[src/rtl/uart_loanio_bridge_pkg.sv]
// Shared types and constants for the UART loan-IO bridge: owner encoding,
// bridge FSM states and the UART idle (mark) level.
package uart_bridge_pkg;

  typedef enum logic {
    OWNER_HPS = 1'b0,
    OWNER_MCU = 1'b1
  } owner_e;

  typedef enum logic [1:0] {
    ST_HPS   = 2'd0,
    ST_MCU   = 2'd1,
    ST_DRAIN = 2'd2
  } bridge_state_e;

  localparam logic UART_IDLE_LEVEL = 1'b1;

  // Steady state that corresponds to a given owner.
  function automatic bridge_state_e owner_state(input owner_e o);
    return (o == OWNER_MCU) ? ST_MCU : ST_HPS;
  endfunction

endpackage

[src/rtl/uart_loanio_bridge_if.sv]
// Signal bundle between the bridge, the two UART endpoints and the loan-IO
// pads. The bridge uses the "bridge" modport; the surrounding system (or a
// bench) uses "env".
interface uart_loanio_if;

  logic owner_req;
  logic mcu_uart_tx;
  logic mcu_uart_rx;
  logic hps_uart_txd;
  logic hps_uart_rxd;
  logic loan_io_in_rx;
  logic loan_io_out_tx;
  logic loan_io_oe_tx;
  logic loan_io_oe_rx;
  logic owner;
  logic switching;

  modport bridge (
    input  owner_req, mcu_uart_tx, hps_uart_txd, loan_io_in_rx,
    output mcu_uart_rx, hps_uart_rxd, loan_io_out_tx, loan_io_oe_tx,
           loan_io_oe_rx, owner, switching
  );

  modport env (
    output owner_req, mcu_uart_tx, hps_uart_txd, loan_io_in_rx,
    input  mcu_uart_rx, hps_uart_rxd, loan_io_out_tx, loan_io_oe_tx,
           loan_io_oe_rx, owner, switching
  );

endinterface

[src/rtl/uart_loanio_bridge_rx_filter.sv]
// RX pad conditioning: SYNC_STAGES-flop synchroniser followed by an agreement
// filter that only moves the output level once FILTER_LEN consecutive
// synchronised samples agree.
module uart_rx_filter
  import uart_bridge_pkg::*;
#(
  parameter int SYNC_STAGES = 2,
  parameter int FILTER_LEN  = 3
) (
  input  logic clock,
  input  logic reset_n,
  input  logic i_rx_pin,
  output logic o_rx_level
);

  // The synchroniser and the sample history share one shift register: the
  // low SYNC_STAGES bits are the synchroniser, and the window of FILTER_LEN
  // bits starting at the last synchroniser flop holds the newest samples.
  localparam int CHAIN_LEN = SYNC_STAGES + FILTER_LEN - 1;

  logic [CHAIN_LEN-1:0]  r_chain;
  logic [FILTER_LEN-1:0] w_window;
  logic                  r_level;

  assign w_window   = r_chain[CHAIN_LEN-1 -: FILTER_LEN];
  assign o_rx_level = r_level;

  // Shift the pad level through the synchroniser and sample history.
  always_ff @(posedge clock or negedge reset_n) begin
    if (!reset_n) begin
      r_chain <= {CHAIN_LEN{UART_IDLE_LEVEL}};
    end else begin
      r_chain <= {r_chain[CHAIN_LEN-2:0], i_rx_pin};
    end
  end

  // Move the filtered level only when the whole window agrees.
  always_ff @(posedge clock or negedge reset_n) begin
    if (!reset_n) begin
      r_level <= UART_IDLE_LEVEL;
    end else if (&w_window) begin
      r_level <= 1'b1;
    end else if (~|w_window) begin
      r_level <= 1'b0;
    end
  end

endmodule

[src/rtl/uart_loanio_bridge.sv]
// Routes the loan-IO UART pin pair to either HPS UART0 or the MCU UART.
// Ownership changes are deferred until the line has been idle for
// IDLE_CYCLES consecutive cycles so no character is cut mid-frame.
module uart_loanio_bridge
  import uart_bridge_pkg::*;
#(
  parameter int SYNC_STAGES = 2,
  parameter int FILTER_LEN  = 3,
  parameter int IDLE_CYCLES = 8680,
  parameter bit OWNER_RESET = 1'b0
) (
  input  logic           clock,
  input  logic           reset_n,
  uart_loanio_if.bridge  bus
);

  localparam int               CNT_W      = $clog2(IDLE_CYCLES + 1);
  localparam logic [CNT_W-1:0] CNT_LAST   = CNT_W'(IDLE_CYCLES - 1);
  localparam logic [CNT_W-1:0] CNT_MAX    = '1;
  localparam owner_e           OWNER_INIT = owner_e'(OWNER_RESET);

  logic [1:0]       r_req_sync;
  owner_e           w_req;
  bridge_state_e    r_state;
  owner_e           r_owner;
  logic             r_switching;
  logic [CNT_W-1:0] r_idle_cnt;
  logic             w_rx_level;
  logic             w_owner_tx;
  logic             w_idle;
  logic             r_out_tx;
  logic             r_oe_tx;
  logic             r_oe_rx;
  logic             r_mcu_rx;
  logic             r_hps_rx;

  uart_rx_filter #(
    .SYNC_STAGES (SYNC_STAGES),
    .FILTER_LEN  (FILTER_LEN)
  ) u_rx_filter (
    .clock      (clock),
    .reset_n    (reset_n),
    .i_rx_pin   (bus.loan_io_in_rx),
    .o_rx_level (w_rx_level)
  );

  assign w_req      = owner_e'(r_req_sync[1]);
  assign w_owner_tx = (r_owner == OWNER_MCU) ? bus.mcu_uart_tx : bus.hps_uart_txd;
  assign w_idle     = (w_owner_tx == UART_IDLE_LEVEL) && (w_rx_level == UART_IDLE_LEVEL);

  // Bring the asynchronous owner request into the clock domain.
  always_ff @(posedge clock or negedge reset_n) begin
    if (!reset_n) begin
      r_req_sync <= {2{OWNER_RESET}};
    end else begin
      r_req_sync <= {r_req_sync[0], bus.owner_req};
    end
  end

  // Ownership FSM: wait for a long idle gap before handing the line over.
  always_ff @(posedge clock or negedge reset_n) begin
    if (!reset_n) begin
      r_state     <= owner_state(OWNER_INIT);
      r_owner     <= OWNER_INIT;
      r_switching <= 1'b0;
      r_idle_cnt  <= '0;
    end else begin
      unique case (r_state)
        ST_HPS, ST_MCU: begin
          r_idle_cnt <= '0;
          if (w_req != r_owner) begin
            r_state     <= ST_DRAIN;
            r_switching <= 1'b1;
          end
        end
        ST_DRAIN: begin
          if (w_req == r_owner) begin
            // Request withdrawn: stay with the current owner.
            r_state     <= owner_state(r_owner);
            r_switching <= 1'b0;
            r_idle_cnt  <= '0;
          end else if (!w_idle) begin
            r_idle_cnt <= '0;
          end else if (r_idle_cnt == CNT_LAST) begin
            r_owner     <= w_req;
            r_state     <= owner_state(w_req);
            r_switching <= 1'b0;
            r_idle_cnt  <= '0;
          end else if (r_idle_cnt != CNT_MAX) begin
            r_idle_cnt <= r_idle_cnt + CNT_W'(1);
          end
        end
        default: begin
          r_state     <= owner_state(r_owner);
          r_switching <= 1'b0;
          r_idle_cnt  <= '0;
        end
      endcase
    end
  end

  // Registered pad and endpoint outputs, routed by the current owner.
  always_ff @(posedge clock or negedge reset_n) begin
    if (!reset_n) begin
      r_out_tx <= UART_IDLE_LEVEL;
      r_oe_tx  <= 1'b0;
      r_oe_rx  <= 1'b0;
      r_mcu_rx <= UART_IDLE_LEVEL;
      r_hps_rx <= UART_IDLE_LEVEL;
    end else begin
      r_out_tx <= w_owner_tx;
      r_oe_tx  <= 1'b1;
      r_oe_rx  <= 1'b0;
      r_hps_rx <= (r_owner == OWNER_HPS) ? w_rx_level : UART_IDLE_LEVEL;
      r_mcu_rx <= (r_owner == OWNER_MCU) ? w_rx_level : UART_IDLE_LEVEL;
    end
  end

  assign bus.loan_io_out_tx = r_out_tx;
  assign bus.loan_io_oe_tx  = r_oe_tx;
  assign bus.loan_io_oe_rx  = r_oe_rx;
  assign bus.mcu_uart_rx    = r_mcu_rx;
  assign bus.hps_uart_rxd   = r_hps_rx;
  assign bus.owner          = r_owner;
  assign bus.switching      = r_switching;

endmodule

[src/flat_wrapper.sv]
// flat-port wrapper written by rule: the top's interface ports become plain ports
module uart_loanio_bridge_flat import uart_bridge_pkg::*;
#(
  parameter int SYNC_STAGES = 2,
  parameter int FILTER_LEN  = 3,
  parameter int IDLE_CYCLES = 8680,
  parameter bit OWNER_RESET = 1'b0
)
  (clock, reset_n, bus_owner_req, bus_mcu_uart_tx, bus_hps_uart_txd, bus_loan_io_in_rx, bus_mcu_uart_rx, bus_hps_uart_rxd, bus_loan_io_out_tx, bus_loan_io_oe_tx, bus_loan_io_oe_rx, bus_owner, bus_switching);
  uart_loanio_if bus_i ();
  input  logic clock;
  input  logic reset_n;
  input wire logic [$bits(bus_i.owner_req)-1:0] bus_owner_req;
  input wire logic [$bits(bus_i.mcu_uart_tx)-1:0] bus_mcu_uart_tx;
  input wire logic [$bits(bus_i.hps_uart_txd)-1:0] bus_hps_uart_txd;
  input wire logic [$bits(bus_i.loan_io_in_rx)-1:0] bus_loan_io_in_rx;
  output wire logic [$bits(bus_i.mcu_uart_rx)-1:0] bus_mcu_uart_rx;
  output wire logic [$bits(bus_i.hps_uart_rxd)-1:0] bus_hps_uart_rxd;
  output wire logic [$bits(bus_i.loan_io_out_tx)-1:0] bus_loan_io_out_tx;
  output wire logic [$bits(bus_i.loan_io_oe_tx)-1:0] bus_loan_io_oe_tx;
  output wire logic [$bits(bus_i.loan_io_oe_rx)-1:0] bus_loan_io_oe_rx;
  output wire logic [$bits(bus_i.owner)-1:0] bus_owner;
  output wire logic [$bits(bus_i.switching)-1:0] bus_switching;
  assign bus_i.owner_req = bus_owner_req;
  assign bus_i.mcu_uart_tx = bus_mcu_uart_tx;
  assign bus_i.hps_uart_txd = bus_hps_uart_txd;
  assign bus_i.loan_io_in_rx = bus_loan_io_in_rx;
  assign bus_mcu_uart_rx = bus_i.mcu_uart_rx;
  assign bus_hps_uart_rxd = bus_i.hps_uart_rxd;
  assign bus_loan_io_out_tx = bus_i.loan_io_out_tx;
  assign bus_loan_io_oe_tx = bus_i.loan_io_oe_tx;
  assign bus_loan_io_oe_rx = bus_i.loan_io_oe_rx;
  assign bus_owner = bus_i.owner;
  assign bus_switching = bus_i.switching;
  uart_loanio_bridge #(.SYNC_STAGES(SYNC_STAGES), .FILTER_LEN(FILTER_LEN), .IDLE_CYCLES(IDLE_CYCLES), .OWNER_RESET(OWNER_RESET)) u_core (.clock(clock), .reset_n(reset_n), .bus(bus_i));
endmodule
[config.mk]
export PLATFORM = sky130hd
export DESIGN_NAME = uart_loanio_bridge_flat
export DESIGN_NICKNAME = d
export VERILOG_FILES = /design/src/rtl/uart_loanio_bridge_pkg.sv /design/src/rtl/uart_loanio_bridge_if.sv /design/src/rtl/uart_loanio_bridge_rx_filter.sv /design/src/rtl/uart_loanio_bridge.sv /design/src/flat_wrapper.sv
export SDC_FILE = /design/constraint.sdc
export NUM_CORES = 1
export LEC_CHECK = 0
export ABC_CLOCK_PERIOD_IN_PS = 4300
export CAP_MARGIN = 10
export CORE_MARGIN = 10
export CORE_UTILIZATION = 63
export CTS_BUF_LIST = sky130_fd_sc_hd__clkbuf_4 sky130_fd_sc_hd__clkbuf_8
export CTS_CLUSTER_SIZE = 25
export DETAILED_ROUTE_END_ITERATION = 7
export GPL_TIMING_DRIVEN = 0
export PLACE_DENSITY_LB_ADDON = 0.1
export SYNTH_ARGS = -nofsm -noshare
export SYNTH_HDL_FRONTEND = slang
export SYNTH_SLANG_ARGS = --single-unit
[constraint.sdc]
create_clock -name clock -period 4.3 [get_ports clock]
set_input_delay 1.29 -clock clock [delete_from_list [all_inputs] [get_ports clock]]
set_output_delay 1.29 -clock clock [all_outputs]
set_load 0.01 [all_outputs]
== Word level (Yosys, flattened, before mapping) ==
Index checks and enable logic that the tools add are counted.
W data, S select, Z words.

* Equal/unequal tests: 11
* $add $sub $neg: 1
* Reduce and logical (&&, ||, !) cells: 7
* Bitwise gates (word level): 1
* Muxes and demuxes: 22

{| class="wikitable"
|+ Operator list
! operator !! count
|-
| $mux W14 || 5
|-
| $add A14 B1 Y14 const B || 1
|-
| $eq A14 B14 Y1 const B || 1
|-
| $ne A14 B14 Y1 const B || 1
|-
| $mux W1 || 11
|-
| $mux W2 || 4
|-
| $ne A3 B1 Y1 const B || 2
|-
| $reduce_and A3 Y1 || 2
|-
| $ne A5 B5 Y1 const B || 1
|-
| $pmux W2 S2 || 1
|-
| $reduce_and A4 Y1 || 1
|-
| $reduce_or A3 Y1 || 1
|-
| $eq A2 B1 Y1 const B || 1
|-
| $eq A2 B2 Y1 const B || 1
|-
| $logic_not A2 Y1 || 1
|-
| $ne A2 B1 Y1 const B || 1
|-
| $ne A2 B2 Y1 const B || 1
|-
| $pmux W1 S2 || 1
|-
| $reduce_or A2 Y1 || 1
|-
| $eq A1 B1 Y1 || 1
|-
| $logic_and A1 B1 Y1 || 1
|-
| $ne A1 B1 Y1 || 1
|-
| $not A1 Y1 || 1
|}

* Logic and storage cells: 53
* Bits in registers: 29

== Longest topological paths before layout ==
* Depth in word-level cells: 6
* Depth in mapped cells: 6

== Cells and area by module ==
A second synthesis with hierarchy kept.

* Cell total of the unflattened synthesis: 118
* Area total of the unflattened synthesis: 1295.0 um2

{| class="wikitable"
|+ By module, submodules not included
! module !! area an instance (um2) !! instances !! cells an instance
|-
| uart_loanio_bridge || 1144.8 || 1 || 109
|-
| uart_rx_filter || 150.1 || 1 || 9
|}

== Least setup slack after synthesis ==
OpenSTA, ideal clock, no wires.

* Kind: input to register
* Start: input bus_mcu_uart_tx
* End: register u_core.r_idle_cnt[12]
* Cell stages on the path: 5
* Arrival: 2.084 ns
* Setup slack: 2.074 ns
* Data required time: 4.158 ns
* Cell sequence: mux2_2 nand4b_1 nand2b_1 buf_2 a211oi_1

* Word-level cells in the longest chain between the ends: 5
* Elaborated cells on any way between the ends: 6

{| class="wikitable"
|+ RTL lines
! element !! line !! text
|-
| from (decl) || flat_wrapper.sv:14 || <nowiki>input wire logic [$bits(bus_i.mcu_uart_tx)-1:0] bus_mcu_uart_tx;</nowiki>
|-
| $mux W1 (*) || uart_loanio_bridge.sv:48 || <nowiki>assign w_owner_tx = (r_owner == OWNER_MCU) ? bus.mcu_uart_tx : bus.hps_uart_txd;</nowiki>
|-
| $logic_and A1 B1 Y1 (*) || uart_loanio_bridge.sv:49 || <nowiki>assign w_idle = (w_owner_tx == UART_IDLE_LEVEL) && (w_rx_level == UART_IDLE_LEVEL);</nowiki>
|-
| $mux W14 || uart_loanio_bridge.sv:82 || <nowiki>end else if (!w_idle) begin</nowiki>
|-
| $mux W14 || uart_loanio_bridge.sv:77 || <nowiki>if (w_req == r_owner) begin</nowiki>
|-
| $mux W14 || uart_loanio_bridge.sv:68 || <nowiki>unique case (r_state)</nowiki>
|-
| to (signal assigned) || uart_loanio_bridge.sv:90 || <nowiki>r_idle_cnt <= r_idle_cnt + CNT_W'(1);</nowiki>
|-
| to (decl) || uart_loanio_bridge.sv:27 || <nowiki>logic [CNT_W-1:0] r_idle_cnt;</nowiki>
|}

Mark *: on every way between the ends. The rest lies on a longest branch, timed or not.
A chain may end at the register's enable or synchronous reset.

== Worst setup path after layout ==
* Start: register u_core.r_owner (netlist: u_core.bus.owner)
* End: output bus_owner

{| class="wikitable"
|+ RTL lines
! element !! line !! text
|-
| from (decl) || uart_loanio_bridge.sv:25 || <nowiki>owner_e r_owner;</nowiki>
|-
| from (signal assigned) || uart_loanio_bridge.sv:85 || <nowiki>r_owner <= w_req;</nowiki>
|-
| to (decl) || flat_wrapper.sv:22 || <nowiki>output wire logic [$bits(bus_i.owner)-1:0] bus_owner;</nowiki>
|}

No word-level cell between the ends.

==> metrics.cfg <==
[outcome]
status=finished clean

[final_layout]
syn2layout_area_growth_pct=16.0
fill_cells=137
drive_above_1_share=0.197
nNetsFinal=155
antenna-diode-count=0
fin_util=0.785
final_area_mm2=0.00159
final_cells=174

[sta]
finalCriticalPeriod_ns=2.68
post-route-period-util=0.624
finalHoldViolCount=0
setup_viol=0
slew_headroom=0.536
skew_ns=0.00547
slew_viol_final=0
rsz0062_at_grt=no
setup-tns-final_ns=0
fmax_ghz=0.373
worstMarginPinSlew_ns=0.694

[grt]
grt_pass1_wl_mm=4.53
grt_overflow=0
antenna_found_initial=0
track_usage=0.129
grt_pass1_vias=1039
grt_max_degree=30

[power_and_ir_drop]
p_int_mw=0.371
p_sw_mw=0.127
power.leakage_nw=0.617
switching_share=0.255
power.density_mw_per_mm2=313
power_frac_comb=0.084
seq_power_share=0.592
ir_drop_mv=0.272
power.share.clock=0.324

[logic_synthesis]
syn_avg_cell_area_um2=10.8
synth_fp_nets=136
netlist-cell-type-count=39
yosysTopAreaCell=dfrtp_1
synth_common_cells=dfrtp_1, nor2_1, dfstp_2
synth_warnings=0
yosys.area.top_type_share=0.384
netlist_top_cells_area=dfrtp_1, dfstp_2, nor2_1
syn_inst=127
synth_most_common_cell=dfrtp_1
synth_edf_count=0
synth_async_sr_flop_share=1.00
ys_ff_latch=29
netlist_area_mm2=0.00137
synth.yosys.seq_area_share=0.537
synthFlopType=dfrtp_1

[cts]
clkTransAtPathRegs_ns=0.09
numCtsBuffers=5
root_buffer=clkbuf_4
ctsResizeCount=0
cts_buffer_depth=2
htree_levels=2
clk_latency_ns=0.32
cts_hold_buf=0
cts_tree=built
post-cts-setup-buffers=0
cts_sinks=29

[drt]
wl_per_cell_um=14.9
drtIter0Drc=55
first_pass_iters=4
via_per_inst=5.87
ant_nets=0
drt-total-wl_mm=2.60
via_count=1022
drc=0

[placed_design]
gp_congestion=0.832
hpwl_mm=1.84
place_area_mm2=0.00151
io_buffers=11
place_inst=165

[die]
start_util=0.677
die_area_mm2=0.00444
die_w_um=66.6
dieHeight_um=66.6
io_pins=13
rows=16
core_area_mm2=0.00202

[critical_path]
critPathTopFamily=buffers and inverters
start_kind=register
path_buf_inv=1
worst-path-max-fanout=8
end_kind=output pin
critPathSlowestCell=clkdlybuf4s50_1
path_cells=clkdlybuf4s50_1
worst_ep_arrival_time_ns=1.39
worst_ep_required_time_ns=3.01
cpPeakStageDelay_ns=0.59
path_class=reg2out

[min_path]
hold_class=reg2reg

[flow_run]
maxCapViolCount=0

[final cells by class]
type	count	area (um^2)	area share
clock buffers	5	37.5	0.0236
multi-input cells	90	597	0.376
clock inverters	3	22.5	0.0142
flip-flops and latches	29	736	0.463
inverters	5	18.8	0.0118
repair buffers	12	125	0.0788
plain buffers	3	17.5	0.0110
well taps	27	33.8	0.0213
[path summary, 6_finish.rpt]
path | startpoint | to | slack [ns] | depth (start not counted)
min in group asynchronous | reset_n | u_core.r_idle_cnt[4] | 1.38 | 1
max in group asynchronous | reset_n | u_core.u_rx_filter.r_chain[2] | 2.30 | 2
min | u_core.r_req_sync[0] | u_core.r_req_sync[1] | 0.36 | 0
max reg2reg | u_core.r_idle_cnt[0] | u_core.r_idle_cnt[8] | 2.38 | 5
max | u_core.bus.owner | bus_owner | 1.62 | 1
min reg2reg | u_core.r_req_sync[0] | u_core.r_req_sync[1] | 0.36 | 0
[per-stage QoR]
step,worst slack (ns),hold WS [ns],power (mW)
6_report,1.62,0.355,0.498
5_1_grt,1.50,0.370,0.519
4_1_cts,1.59,0.359,0.501
3_5_place_dp,1.50,0.336,0.340
3_3_place_gp,1.54,0.332,0.338
2_1_floorplan,2.07,0.331,0.317
[logic make-up after synthesis]
family	share of synthesized area
and+or+nand+nor	0.238
xor gates and xnor gates	0.0128
adders and majority gates	0.0274
muxes	0.0384
other	0.00549
DFF	0.537
AOI/OAI and AO/OA	0.114
buffers and inverters	0.0265
[per-layer routing]
layer,track usage,vias to the layer above,part of all wire
li1,-,504,-
met1,0.154,492,0.48
met2,0.201,21,0.44
met3,0.0452,5,0.057
met4,0.0576,0,0.013
met5,0,-,0
[flip-flops by register name (all words and copies together) (netlist names), 2 cells and up]
| name | count |
|---|---|
| u_core.r_req_sync | 2 |
| u_core.r_idle_cnt | 14 |
| u_core.u_rx_filter.r_chain | 4 |
| u_core.r_state | 2 |
[layout by cell type, fill, tap and decap left out, drive strengths merged, types with 3 or more instances in the layout]
cell,count
dfrtp,21
nor2,14
clkdlybuf4s50,11
dfstp,8
nand2,6
a21oi,6
o21ai,6
nand3,6
inv,5
a211oi,5
clkbuf,5
nor4,5
nand4,4
nor3,4
buf,4
mux2i,3
ha,3
clkinvlp,3
[power groups by stage]
stage | clock [mW] | combinational, mW | sequential [mW]
floorplan | 0 | 0.0169 | 0.300
CTS | 0.166 | 0.0406 | 0.295
global placement | 0 | 0.0390 | 0.299
finish | 0.161 | 0.0417 | 0.295
global route | 0.176 | 0.0464 | 0.296
detailed placement | 0 | 0.0406 | 0.300
(Power assumes the default switching activity.)
